**config.mk**
```make
export PLATFORM = sky130hd
export DESIGN_NAME = alu_share_arbiter
export DESIGN_NICKNAME = d
export VERILOG_FILES = /design/src/rtl/alu_share_arbiter.sv
export SDC_FILE = /design/constraint.sdc
export NUM_CORES = 1
export LEC_CHECK = 0
export BUFFER_PORTS_ARGS = -buffer_cell sky130_fd_sc_hd__buf_2
export CAP_MARGIN = 20
export CORE_AREA = 2 2 110 133
export CTS_BUF_LIST = sky130_fd_sc_hd__clkbuf_16
export DETAILED_ROUTE_END_ITERATION = 7
export DIE_AREA = 0 0 112 135
export GPL_TIMING_DRIVEN = 0
export PLACE_DENSITY = 0.63
export REMOVE_ABC_BUFFERS = 1
export SYNTH_ARGS = -nofsm -noshare
export SYNTH_HDL_FRONTEND = slang
export SYNTH_SLANG_ARGS = --single-unit
```
**constraint.sdc**
```tcl
create_clock -name clk -period 2.85 [get_ports clk]
set_input_delay 0.57 -clock clk [delete_from_list [all_inputs] [get_ports clk]]
set_output_delay 0.57 -clock clk [all_outputs]
set_load 0.005 [all_outputs]
```
**src/rtl/alu_share_arbiter.sv**
```systemverilog
`default_nettype none
// ============================================================================
// Module   : alu_share_arbiter
// Purpose  : Time-shares one external combinational ALU between N_REQ
//            requesters. Requests are granted round-robin, operands are
//            registered and driven to the ALU for one cycle, and the captured
//            result/zero flag is returned on a single tagged response channel.
//            One operation is in flight at a time.
// Ports    : clk, reset            - clock, synchronous active-high reset
//            req_valid/req_ready   - per-requester handshake (one-hot ready)
//            req_a/req_b/req_ctrl  - packed per-requester payload
//            alu_a/alu_b/alu_ctrl  - registered operands to the ALU
//            alu_result/alu_zero   - combinational ALU outputs
//            rsp_valid/rsp_ready   - response handshake
//            rsp_id/rsp_result/rsp_zero - response payload
// Revision : 1.0 - initial release
// ============================================================================
module alu_share_arbiter #(
    parameter int N_REQ  = 2,
    parameter int WIDTH  = 32,
    parameter int CTRL_W = 4,
    parameter int ID_W   = 1
) (
    input  logic                      clk,
    input  logic                      reset,
    input  logic [N_REQ-1:0]          req_valid,
    output logic [N_REQ-1:0]          req_ready,
    input  logic [N_REQ*WIDTH-1:0]    req_a,
    input  logic [N_REQ*WIDTH-1:0]    req_b,
    input  logic [N_REQ*CTRL_W-1:0]   req_ctrl,
    output logic [WIDTH-1:0]          alu_a,
    output logic [WIDTH-1:0]          alu_b,
    output logic [CTRL_W-1:0]         alu_ctrl,
    input  logic [WIDTH-1:0]          alu_result,
    input  logic                      alu_zero,
    output logic                      rsp_valid,
    input  logic                      rsp_ready,
    output logic [ID_W-1:0]           rsp_id,
    output logic [WIDTH-1:0]          rsp_result,
    output logic                      rsp_zero
);

    typedef enum logic [1:0] {
        IDLE = 2'd0,
        EXEC = 2'd1,
        RESP = 2'd2
    } state_t;

    localparam logic [ID_W-1:0] c_last_id = ID_W'(N_REQ - 1);

    state_t             r_state;
    state_t             w_state_nxt;
    logic [ID_W-1:0]    r_rr_ptr;
    logic [WIDTH-1:0]   r_a;
    logic [WIDTH-1:0]   r_b;
    logic [CTRL_W-1:0]  r_ctrl;
    logic [ID_W-1:0]    r_id;
    logic [WIDTH-1:0]   r_result;
    logic               r_zero;

    // Round-robin search done as two priority passes: the first valid index
    // at or above the pointer wins; otherwise the lowest valid index wraps in.
    logic               w_found_hi;
    logic               w_found;
    logic [ID_W-1:0]    w_win_hi;
    logic [ID_W-1:0]    w_win_lo;
    logic [ID_W-1:0]    w_winner;
    logic [ID_W-1:0]    w_rr_nxt;
    logic [WIDTH-1:0]   w_sel_a;
    logic [WIDTH-1:0]   w_sel_b;
    logic [CTRL_W-1:0]  w_sel_ctrl;
    logic               w_accept;

    always_comb begin
        w_found_hi = 1'b0;
        w_found    = 1'b0;
        w_win_hi   = '0;
        w_win_lo   = '0;
        for (int i = 0; i < N_REQ; i++) begin
            if (req_valid[i] && !w_found_hi && (ID_W'(i) >= r_rr_ptr)) begin
                w_found_hi = 1'b1;
                w_win_hi   = ID_W'(i);
            end
            if (req_valid[i] && !w_found) begin
                w_found  = 1'b1;
                w_win_lo = ID_W'(i);
            end
        end
        w_winner = w_found_hi ? w_win_hi : w_win_lo;
        w_rr_nxt = (w_winner == c_last_id) ? '0 : w_winner + ID_W'(1);
    end

    // Payload mux indexed by constant slices only.
    always_comb begin
        w_sel_a    = '0;
        w_sel_b    = '0;
        w_sel_ctrl = '0;
        for (int i = 0; i < N_REQ; i++) begin
            if (w_winner == ID_W'(i)) begin
                w_sel_a    = req_a[i*WIDTH +: WIDTH];
                w_sel_b    = req_b[i*WIDTH +: WIDTH];
                w_sel_ctrl = req_ctrl[i*CTRL_W +: CTRL_W];
            end
        end
    end

    // Next-state and handshake outputs.
    always_comb begin
        w_state_nxt = r_state;
        w_accept    = 1'b0;
        req_ready   = '0;
        rsp_valid   = 1'b0;
        case (r_state)
            IDLE: begin
                if (w_found) begin
                    w_accept    = 1'b1;
                    w_state_nxt = EXEC;
                    for (int i = 0; i < N_REQ; i++) begin
                        req_ready[i] = (w_winner == ID_W'(i));
                    end
                end
            end
            EXEC: begin
                w_state_nxt = RESP;
            end
            RESP: begin
                rsp_valid = 1'b1;
                if (rsp_ready) begin
                    w_state_nxt = IDLE;
                end
            end
            default: begin
                w_state_nxt = IDLE;
            end
        endcase
    end

    always_ff @(posedge clk) begin
        if (reset) begin
            r_state  <= IDLE;
            r_rr_ptr <= '0;
            r_a      <= '0;
            r_b      <= '0;
            r_ctrl   <= '0;
            r_id     <= '0;
            r_result <= '0;
            r_zero   <= 1'b0;
        end else begin
            r_state <= w_state_nxt;
            if (w_accept) begin
                r_a      <= w_sel_a;
                r_b      <= w_sel_b;
                r_ctrl   <= w_sel_ctrl;
                r_id     <= w_winner;
                r_rr_ptr <= w_rr_nxt;
            end
            // The ALU is combinational on the latched operands, so its output
            // is only meaningful (and only sampled) during EXEC.
            if (r_state == EXEC) begin
                r_result <= alu_result;
                r_zero   <= alu_zero;
            end
        end
    end

    assign alu_a      = r_a;
    assign alu_b      = r_b;
    assign alu_ctrl   = r_ctrl;
    assign rsp_id     = r_id;
    assign rsp_result = r_result;
    assign rsp_zero   = r_zero;

endmodule
`default_nettype wire
```
Word level (Yosys, flattened, before mapping):

Cells that the tools add are included.

* register bits after elaboration: 105

* add/subtract/negate cells: 1
* multiplexer cells: 19
* reductions and logical operators: 8
* order comparisons: 2
* bitwise gates (word level): 1
* equal/unequal tests: 4

Operator list (count)
* two-way mux 32 bit: 2
* two-way mux 1 bit: 11
* two-way mux 2 bit: 4
* one-hot mux 2 bit (3 select lines): 1
* logical AND 1 bit: 4
* two-way mux 4 bit: 1
* inequality test 2 bit (second input constant): 2
* equality test 2 x 1 -> 1 bit (second input constant): 1
* equality test 2 bit (second input constant): 1
* greater-or-equal comparator 1 bit (first input constant): 2
* zero test 1 bit: 2
* zero test 2 bit: 1
* AND reduction 2 bit: 1
* adder 1 bit (second input constant): 1
* NOT 1 bit: 1

Longest topological paths before layout:

Gate-level depths: netlist of the first run.

* word-level depth: 11
* gate-level depth with buffers: 6

Worst setup path after synthesis of the first run:

Ideal clock, no wire load.

* kind: input -> output
* from: input req_valid[1]
* to: output req_ready[0]
* data required time: 2280 ps
* data arrival time: 1251 ps
* setup slack: 1029 ps
* cell stages on the path: 4
* cell sequence: buf_6 -> nand2_1 -> buf_2 -> and3_1

* cells in the longest elaborated chain, start to end: 7
* elaborated cells on any way between the ends: 11
* classes of those cells: 7 x mux; 1 x bitwise; 3 x reduce/logical

RTL lines
* from (decl): line 26 `input logic [N_REQ-1:0] req_valid,`
* logical AND 1 bit (2 in series): line 80 `if (req_valid[i] && !w_found_hi && (ID_W'(i) >= r_rr_ptr)) begin`
* two-way mux 1 bit: line 80
* two-way mux 1 bit: line 89 `w_winner = w_found_hi ? w_win_hi : w_win_lo;`
* NOT 1 bit: line 119 `req_ready[i] = (w_winner == ID_W'(i));`
* two-way mux 2 bit (*): line 115 `if (w_found) begin`
* two-way mux 2 bit (*): line 113 `case (r_state)`
* to (decl): line 27 `output logic [N_REQ-1:0] req_ready,`

Mark *: on every way between the ends. The rest lies on a longest branch, timed or not.

Worst setup path in the final report of the first run:

Ends and elaborated chain as after synthesis.

==> flow_metrics.env, run 1 <==
export IMPL_gp_congestion=0.718
export IMPL_drv_slew=0
export IMPL_tritoncts="built"
export IMPL_crit_path_end_kind="primary output"
export IMPL_hold_ws_ns=0.451
export IMPL_syn_inst=574
export IMPL_numCtsBuffers=9
export IMPL_clk_latency_ns=0.34
export IMPL_wl_um=17100
export IMPL_die_w_um=112
export IMPL_power_density_nw_per_um2=601
export IMPL_arrival_ns=2.14
export IMPL_finClkSkew_ns=0.00789
export IMPL_first_pass_iters=6
export IMPL_finalCritPeriodShare_pct=95.2
export IMPL_min_period_ns=2.71
export IMPL_grt_pass1_vias=5115
export IMPL_grt_start_max_net_pins=70
export IMPL_path_clk_slew_ns=0.07
export IMPL_drc=0
export IMPL_clock_path_buffers=2
export IMPL_setup_viol=0
export IMPL_p_leak_nw=2.83
export IMPL_status="finished, final reports clean"
export IMPL_final_cell_mix="buf_2 (276), dfxtp_1 (105), nand4_1 (90)"
export IMPL_fin_tns_setup_ns=0
export IMPL_synth_seq_cells=105
export IMPL_area_growth_syn_to_layout_pct=34.7
export IMPL_ant_nets=0
export IMPL_slowest_stage="buf_2"
export IMPL_dp_cells=955
export IMPL_final_common_cell="buf_2"
export IMPL_slowest_delay_ns=0.53
export IMPL_grt_pass1_wl_um=26300
export IMPL_htree_levels=3
export IMPL_rows=47
export IMPL_cts_sinks=105
export IMPL_ios=279
export IMPL_yosysUniqueCellTypes=28
export IMPL_syn_mean_instance_area_um2=8.46
export IMPL_io_buffers=278
export IMPL_final_area_um2=6540
export IMPL_antenna_found_initial=1
export IMPL_vias=5351
export IMPL_finalHoldViolations=0
export IMPL_synth_area_um2=4860
export IMPL_cp_top_family="simple AND/OR/NAND/NOR gates"
export IMPL_hpwl_um=11400
export IMPL_die_h_um=135
export IMPL_maxSlewHeadroom_pct=38.6
export IMPL_coreArea_um2=13800
export IMPL_required_ns=2.28
export IMPL_start_util_pct=35.3
export IMPL_ys_warn_count=0
export IMPL_placed_cell_area_um2=6200
export IMPL_rsz0062_at_grt="false"
export IMPL_crit_fanout=32
export IMPL_peakVddDrop_mv=0.293
export IMPL_post_cts_buffers=0
export IMPL_dr_first_iter_drc_count=346
export IMPL_p_total_mw=3.93
export IMPL_fmax_mhz=369
export IMPL_cpMostUsedCell="buf_2"
export IMPL_grtUsageTotal_pct=21.4
export IMPL_crit_buf_inv=2
export IMPL_routed_via_density=5.51
export IMPL_worstSetupPathType="input pin to primary output"
export IMPL_cts_root_buf="clkbuf_16"
export IMPL_path_cells="buf_2 > nand2_2 > and3_1 > buf_2"
export IMPL_nets=970
export IMPL_yosysSeqAreaShare_pct=43.3
export IMPL_stdcell_count=972
export IMPL_dieArea_um2=15100
export IMPL_tightestPinTransition_ns=0.921
export IMPL_wl_per_cell_um=17.6
export IMPL_cap_violations=0
export IMPL_cts_hold_buffers=0
export IMPL_diodes=0
export IMPL_hp_class="register to register"
export IMPL_startpoint_type="input pin"
export IMPL_layout_drive_gt1_share_pct=41.2
export IMPL_grt_ovfl_total=0
tightest hold or removal path, delay by kind of cell (launching register included):
family          cells  cell delay [ns]
simple gates        1             0.05
compound gates      1             0.05
flops               1             0.31
path summary, 6_finish.rpt:
path	startpoint	to	slack, ns	depth (start not counted)
setup reg to reg	r_rr_ptr	alu_b[26]	1.10	3
hold / removal	rsp_result[24]	rsp_result[24]	0.45	2
setup / recovery	req_valid[1]	req_ready[0]	0.14	4
hold reg to reg	rsp_result[24]	rsp_result[24]	0.45	2
per-layer routing:
layer | global-route usage (%) | up-vias | part of all wire (%)
met3 | 6.24 | 22 | 9.3
met5 | 0 | - | 0.070
met4 | 7.45 | 2 | 1.8
met1 | 26.8 | 2459 | 42
li1 | - | 2605 | -
met2 | 35.3 | 263 | 47
state kept, by name (all words and copies together) (netlist names):
register / count
r_rr_ptr: 1
r_state: 2
alu_b: 32
rsp_result: 32
rsp_id: 1
alu_a: 32
alu_ctrl: 4
rsp_zero: 1
cell usage after synthesis (all sizes together):
library cell,count,share of area [%]
clkbuf,19,1.6
nor2b,2,0.26
inv,3,0.23
nor2,3,0.88
o21ai,69,7.1
a31oi,45,5.8
dfxtp,105,43
and3,1,0.13
a21oi,58,6.0
nand2b,3,0.39
nand2,67,5.2
and2b,1,0.18
nand4,90,12
o211a,1,0.21
or2,2,0.31
nor3,1,0.10
a311oi,23,6.7
buf,57,7.6
nand3,24,2.5
stage by stage:
step | util, % | setup WS [ns]
after floorplan | - | 0.169
final | 47.5 | 0.138
after global placement | 43.7 | -1.80
after global routing | 47.5 | 0.0213
after CTS | 47.5 | 0.0682
after detailed placement | 45.1 | -0.372
power breakdown:
part           leakage, nW  switching (mW)  internal (mW)  total [mW]
clock network        0.160           0.585          0.781        1.37
logic                 1.81           0.518          0.373       0.891
registers            0.864          0.0669           1.61        1.67
total                 2.83            1.17           2.76        3.93
timing repair:
item | 4_1_cts | 5_1_grt
gates cloned | 0 | 1
endpoints found under the setup margin | 1 | 1
gates resized for setup | 1 | 0
area by class of cell:
type                    count  area, um^2
fillers                  1422        7220
multi-input cells         391        2320
flip-flops and latches    105        2100
repair buffers            286        1570
clock buffers               9         225
well taps                 171         214
clock inverters             7         101
inverters                   3        11.3
kinds of logic after synthesis:
logic type | count (synthesis) | synth area share (%)
compound gates | 196 | 25.8
buf+inv | 79 | 9.43
flops | 105 | 43.3
simple gates | 194 | 21.5
Note: power is estimated with default switching activity, not from simulation.
==> inputs of run 2 (changes only) <==
--- a/config.mk
+++ b/config.mk
@@ -7,12 +7,12 @@
 export LEC_CHECK = 0
 export BUFFER_PORTS_ARGS = -buffer_cell sky130_fd_sc_hd__buf_2
 export CAP_MARGIN = 20
-export CORE_AREA = 2 2 110 133
+export CORE_AREA = 2 2 99 121
 export CTS_BUF_LIST = sky130_fd_sc_hd__clkbuf_16
 export DETAILED_ROUTE_END_ITERATION = 7
-export DIE_AREA = 0 0 112 135
+export DIE_AREA = 0 0 101 123
 export GPL_TIMING_DRIVEN = 0
-export PLACE_DENSITY = 0.63
+export PLACE_DENSITY = 0.76
 export REMOVE_ABC_BUFFERS = 1
 export SYNTH_ARGS = -nofsm -noshare
 export SYNTH_HDL_FRONTEND = slang
==> run 2 against run 1 <==
  * Maximum frequency is 3.1% higher
  * Clock skew is 0.0017 ns higher
  * Wire length decreased by 3.7%
  * Largest power group unchanged
==> flow_metrics.env, run 2 (synthesis results as in run 1) <==
export IMPL_min_period_ns=2.63
export IMPL_p_leak_nw=2.84
export IMPL_finClkSkew_ns=0.00956
export IMPL_clk_latency_ns=0.34
export IMPL_antenna_found_initial=1
export IMPL_die_w_um=101
export IMPL_drc=0
export IMPL_startpoint_type="input pin"
export IMPL_grt_start_max_net_pins=62
export IMPL_grt_ovfl_total=0
export IMPL_p_seq_share_pct=43.4
export IMPL_required_ns=2.28
export IMPL_p_clk_share_pct=33.6
export IMPL_final_cell_mix="buf_2 (276), dfxtp_1 (105), nand4_1 (90)"
export IMPL_dr_first_iter_drc_count=318
export IMPL_hpwl_um=11400
export IMPL_grt_pass1_wl_um=25400
export IMPL_final_common_cell="buf_2"
export IMPL_ios=279
export IMPL_p_sw_share_pct=28.9
export IMPL_vias=5432
export IMPL_top_layer="met5"
export IMPL_numCtsBuffers=9
export IMPL_start_util_pct=43.0
export IMPL_grtUsageTotal_pct=25.6
export IMPL_tritoncts="built"
export IMPL_crit_fanout=32
export IMPL_fmax_mhz=380
export IMPL_switchingPower_mw=1.12
export IMPL_gp_congestion=0.781
export IMPL_wl_met2_um=8100
export IMPL_clock_path_buffers=2
export IMPL_worstSetupPathType="input pin to primary output"
export IMPL_nets=970
export IMPL_tightestPinTransition_ns=0.824
export IMPL_diodes=0
export IMPL_intPower_mw=2.75
export IMPL_p_total_mw=3.86
export IMPL_post_cts_buffers=0
export IMPL_rows=43
export IMPL_ant_nets=0
export IMPL_die_h_um=123
export IMPL_met3_length_um=1680
export IMPL_peakVddDrop_mv=0.316
export IMPL_maxSlewHeadroom_pct=45.0
export IMPL_fin_tns_setup_ns=0
export IMPL_finalHoldViolations=0
export IMPL_setup_viol=0
export IMPL_cts_root_buf="clkbuf_16"
export IMPL_path_clk_slew_ns=0.06
export IMPL_cap_violations=0
export IMPL_routed_via_density=5.81
export IMPL_rsz0062_at_grt="false"
export IMPL_cts_sinks=105
export IMPL_htree_levels=3
export IMPL_hp_class="register to register"
export IMPL_finalCritPeriodShare_pct=92.3
export IMPL_status="finished, final reports clean"
export IMPL_first_pass_iters=4
export IMPL_coreArea_um2=11300
export IMPL_grt_pass1_vias=5213
export IMPL_layout_drive_gt1_share_pct=41.0
export IMPL_crit_path_end_kind="primary output"
export IMPL_drt_met1_wl_um=6320
export IMPL_wl_um=16500
export IMPL_power_density_nw_per_um2=595
export IMPL_io_buffers=278
export IMPL_placed_cell_area_um2=6170
export IMPL_comb_power_share_pct=23.0
export IMPL_dieArea_um2=12400
export IMPL_drv_slew=0
export IMPL_area_growth_syn_to_layout_pct=33.7
export IMPL_arrival_ns=2.06
export IMPL_final_area_um2=6500
export IMPL_wl_per_cell_um=17.7
## run 2: changes by cell type in the layout (fill, tap and decap cells not counted), sizes merged
| cell | delta |
|---|---|
| inv | -1 |
| buf | +1 |
| nand2b | -1 |
## run 2: per-stage QoR
step	utilization, %	setup slack, ns	std cells	hold slack (ns)
4_1_cts	57.4	0.0368	935	0.453
6_report	57.5	0.221	935	0.453
2_1_floorplan	-	0.169	498	0.447
5_1_grt	57.5	0.137	935	0.465
3_5_place_dp	54.6	-0.335	920	0.443
3_3_place_gp	52.8	-1.69	911	0.440
## run 2: worst max-delay path, cell delays in order
cell     delay, ns
buf_2         0.56
nand2_4       0.34
buf_16        0.28
and3_1        0.18
buf_2         0.12
## run 2: worst paths after layout
| path | slack, ns | cells past startpoint | end | startpoint |
|---|---|---|---|---|
| worst max-delay path | 0.22 | 5 | req_ready[0] | req_valid[1] |
| worst min-delay path | 0.45 | 2 | rsp_result[8] | rsp_result[8] |
| worst max register to register | 1.14 | 4 | alu_a[0] | r_state[1] |
| worst min register to register | 0.45 | 2 | rsp_result[8] | rsp_result[8] |
## run 2: per-layer routing
metal | vias up | global-route usage, %
met5 | - | 0
met4 | 2 | 9.88
met3 | 30 | 7.35
met2 | 277 | 45.0
met1 | 2513 | 29.2
li1 | 2610 | -
## run 2: timing repair
| item | in CTS | in global routing |
|---|---|---|
| hold buffers | 0 | 0 |
| setup endpoints to repair | 1 | 2 |
| resized for setup | 1 | 2 |
## run 2: area by class of cell
class	count	area, um^2
fill	1080	4800
multi-input combinational	390	2310
sequential	105	2100
timing repair buffer	287	1590
clock buffer	9	225
tap	135	169
clock inverter	6	85.1
inverter	3	11.3
## run 2: power by group through the flow
stage                     combinational [mW]  clock, mW  sequential, mW
after floorplan                        0.393          0            1.72
after global placement                 0.830          0            1.70
after detailed placement               0.887          0            1.71
after CTS                              0.888       1.32            1.68
after global routing                   0.976       1.38            1.69
final                                  0.887       1.30            1.68
==> inputs of run 3 (changes only) <==
--- a/config.mk
+++ b/config.mk
@@ -14,6 +14,7 @@
 export GPL_TIMING_DRIVEN = 0
 export PLACE_DENSITY = 0.76
 export REMOVE_ABC_BUFFERS = 1
+export SETUP_SLACK_MARGIN = 0.5
 export SYNTH_ARGS = -nofsm -noshare
 export SYNTH_HDL_FRONTEND = slang
 export SYNTH_SLANG_ARGS = --single-unit
==> run 3 against run 2 <==
  * Register-to-register slack about the same
  * Via count increased by 2.3%
  * Maximum frequency increased by 19%
  * Global-route usage hardly changed
  * Wire length increased by 2.0%
  * First-iteration DRC count rose by 5.3%
  * Hold slack better by 0.00068 ns
  * Combinational power is 2.8% higher
  * Critical path type unchanged
  * Clock power is essentially flat
  * Highest routed layer unchanged
  * Utilization grew 0.66 points
  * Die area unchanged
  * Setup slack improved by 0.42 ns
==> flow_metrics.env, run 3 (synthesis results as in run 1) <==
export IMPL_p_total_mw=3.89
export IMPL_gp_congestion=0.781
export IMPL_power_density_nw_per_um2=593
export IMPL_comb_power_share_pct=23.4
export IMPL_p_seq_share_pct=43.1
export IMPL_crit_fanout=32
export IMPL_grt_ovfl_total=0
export IMPL_layout_drive_gt1_share_pct=41.6
export IMPL_antenna_found_initial=1
export IMPL_fmax_mhz=453
export IMPL_tightestPinTransition_ns=0.823
export IMPL_grt_start_max_net_pins=62
export IMPL_clk_latency_ns=0.34
export IMPL_intPower_mw=2.76
export IMPL_reg2reg_slack_ns=1.13
export IMPL_reg2reg_to="alu_a[5]"
export IMPL_rr_startpoint="r_state[1]"
export IMPL_rsz0062_at_grt="false"
export IMPL_met3_length_um=1730
export IMPL_finalHoldViolations=0
export IMPL_coreArea_um2=11300
export IMPL_p_leak_nw=2.88
export IMPL_cts_hold_buffers=0
export IMPL_drc=0
export IMPL_hp_class="register to register"
export IMPL_routed_via_density=5.89
export IMPL_vias=5557
export IMPL_finalCritPeriodShare_pct=77.5
export IMPL_fin_tns_setup_ns=0
export IMPL_critPathLaunch="req_valid[1]"
export IMPL_ant_nets=0
export IMPL_drv_slew=0
export IMPL_hpwl_um=11400
export IMPL_maxSlewHeadroom_pct=45.2
export IMPL_final_common_cell="buf_2"
export IMPL_path_clk_slew_ns=0.06
export IMPL_grt_pass1_wl_um=25400
export IMPL_die_w_um=101
export IMPL_start_util_pct=43.0
export IMPL_cts_root_buf="clkbuf_16"
export IMPL_switchingPower_mw=1.13
export IMPL_p_clk_share_pct=33.4
export IMPL_drt_met1_wl_um=6390
export IMPL_min_period_ns=2.21
export IMPL_startpoint_type="input pin"
export IMPL_top_layer="met5"
export IMPL_crit_path_end_kind="primary output"
export IMPL_finClkSkew_ns=0.00991
export IMPL_worstSetupEndpoint="req_ready[0]"
export IMPL_peakVddDrop_mv=0.330
export IMPL_worstSetupPathType="input pin to primary output"
export IMPL_dr_first_iter_drc_count=335
export IMPL_area_growth_syn_to_layout_pct=35.3
export IMPL_nets=978
export IMPL_wl_met2_um=8290
export IMPL_worstRegToRegCells=3
export IMPL_final_cell_mix="buf_2 (275), dfxtp_1 (105), nand4_1 (90)"
export IMPL_first_pass_iters=5
export IMPL_grt_pass1_vias=5212
export IMPL_rows=43
export IMPL_status="finished, final reports clean"
export IMPL_htree_levels=3
export IMPL_p_sw_share_pct=29.1
export IMPL_pre_cts_ws_ns=-0.335
export IMPL_ios=279
export IMPL_setup_ws_ns=0.641
export IMPL_clock_path_buffers=2
export IMPL_tritoncts="built"
export IMPL_grtUsageTotal_pct=25.6
export IMPL_numCtsBuffers=9
export IMPL_arrival_ns=1.64
export IMPL_cap_violations=0
export IMPL_setup_viol=0
export IMPL_required_ns=2.28
export IMPL_dieArea_um2=12400
export IMPL_io_buffers=278
export IMPL_wl_um=16800
export IMPL_nFillCells=1072
export IMPL_die_h_um=123
export IMPL_cts_sinks=105
export IMPL_wl_per_cell_um=17.8
[run 3: cell types whose count changed in the layout (fill, tap and decap cells not counted), sizes merged]
cell | previous run | this run
diode | 0 | 1
nand2b | 3 | 4
clkbuf | 9 | 10
buf | 287 | 292
nor2 | 3 | 4
[run 3: critical path, stage by stage]
cell and delay [ns]:
buf_6 0.26, nand2_4 0.25, buf_16 0.25, and3_1 0.18, buf_2 0.12
[run 3: through the flow]
step | hold slack (ns) | cells | util [%] | area [um^2]
after floorplan | 0.447 | 498 | - | 4410
after global routing | 0.465 | 943 | 58.1 | 6570
after detailed placement | 0.443 | 920 | 54.6 | 6170
after CTS | 0.453 | 935 | 57.5 | 6500
after global placement | 0.440 | 911 | 52.8 | 5970
final | 0.453 | 944 | 58.2 | 6570
[run 3: worst min-delay path by stage]
stage                     cells after the start             end            from
after CTS                                     2   rsp_result[0]   rsp_result[0]
after global placement                        2  rsp_result[22]  rsp_result[22]
after global routing                          3  rsp_result[15]  alu_result[15]
after detailed placement                      2   rsp_result[0]   rsp_result[0]
final                                         2   rsp_result[8]   rsp_result[8]
after floorplan                               2   rsp_result[0]   rsp_result[0]
[run 3: power groups by stage]
stage	registers, mW	clock network [mW]	logic (mW)
floorplan	1.72	0	0.393
global placement	1.70	0	0.830
detailed placement	1.71	0	0.887
CTS	1.68	1.32	0.891
global route	1.70	1.38	1.00
finish	1.68	1.30	0.912
[run 3: repair_timing]
item,CTS,global route
pin swaps,0,1
setup buffers,0,6
resized for setup,4,3
endpoints found under the setup margin,3,2
gates cloned,0,2
[run 3: layer usage]
metal / vias up / global-route usage (%)
met4: 2 / 9.88
met1: 2590 / 29.3
met3: 28 / 7.35
li1: 2627 / -
met2: 310 / 45.0
met5: - / 0
[run 3: final cells by class]
| type | instances | area [um^2] | area share, % |
|---|---|---|---|
| diodes | 1 | 2.50 | 0.0381 |
| repair buffers | 293 | 1650 | 25.1 |
| clock inverters | 6 | 85.1 | 1.29 |
| multi-input cells | 392 | 2330 | 35.5 |
| clock buffers | 9 | 225 | 3.43 |
| flip-flops and latches | 105 | 2100 | 32.0 |
| inverters | 3 | 11.3 | 0.171 |
| well taps | 135 | 169 | 2.57 |
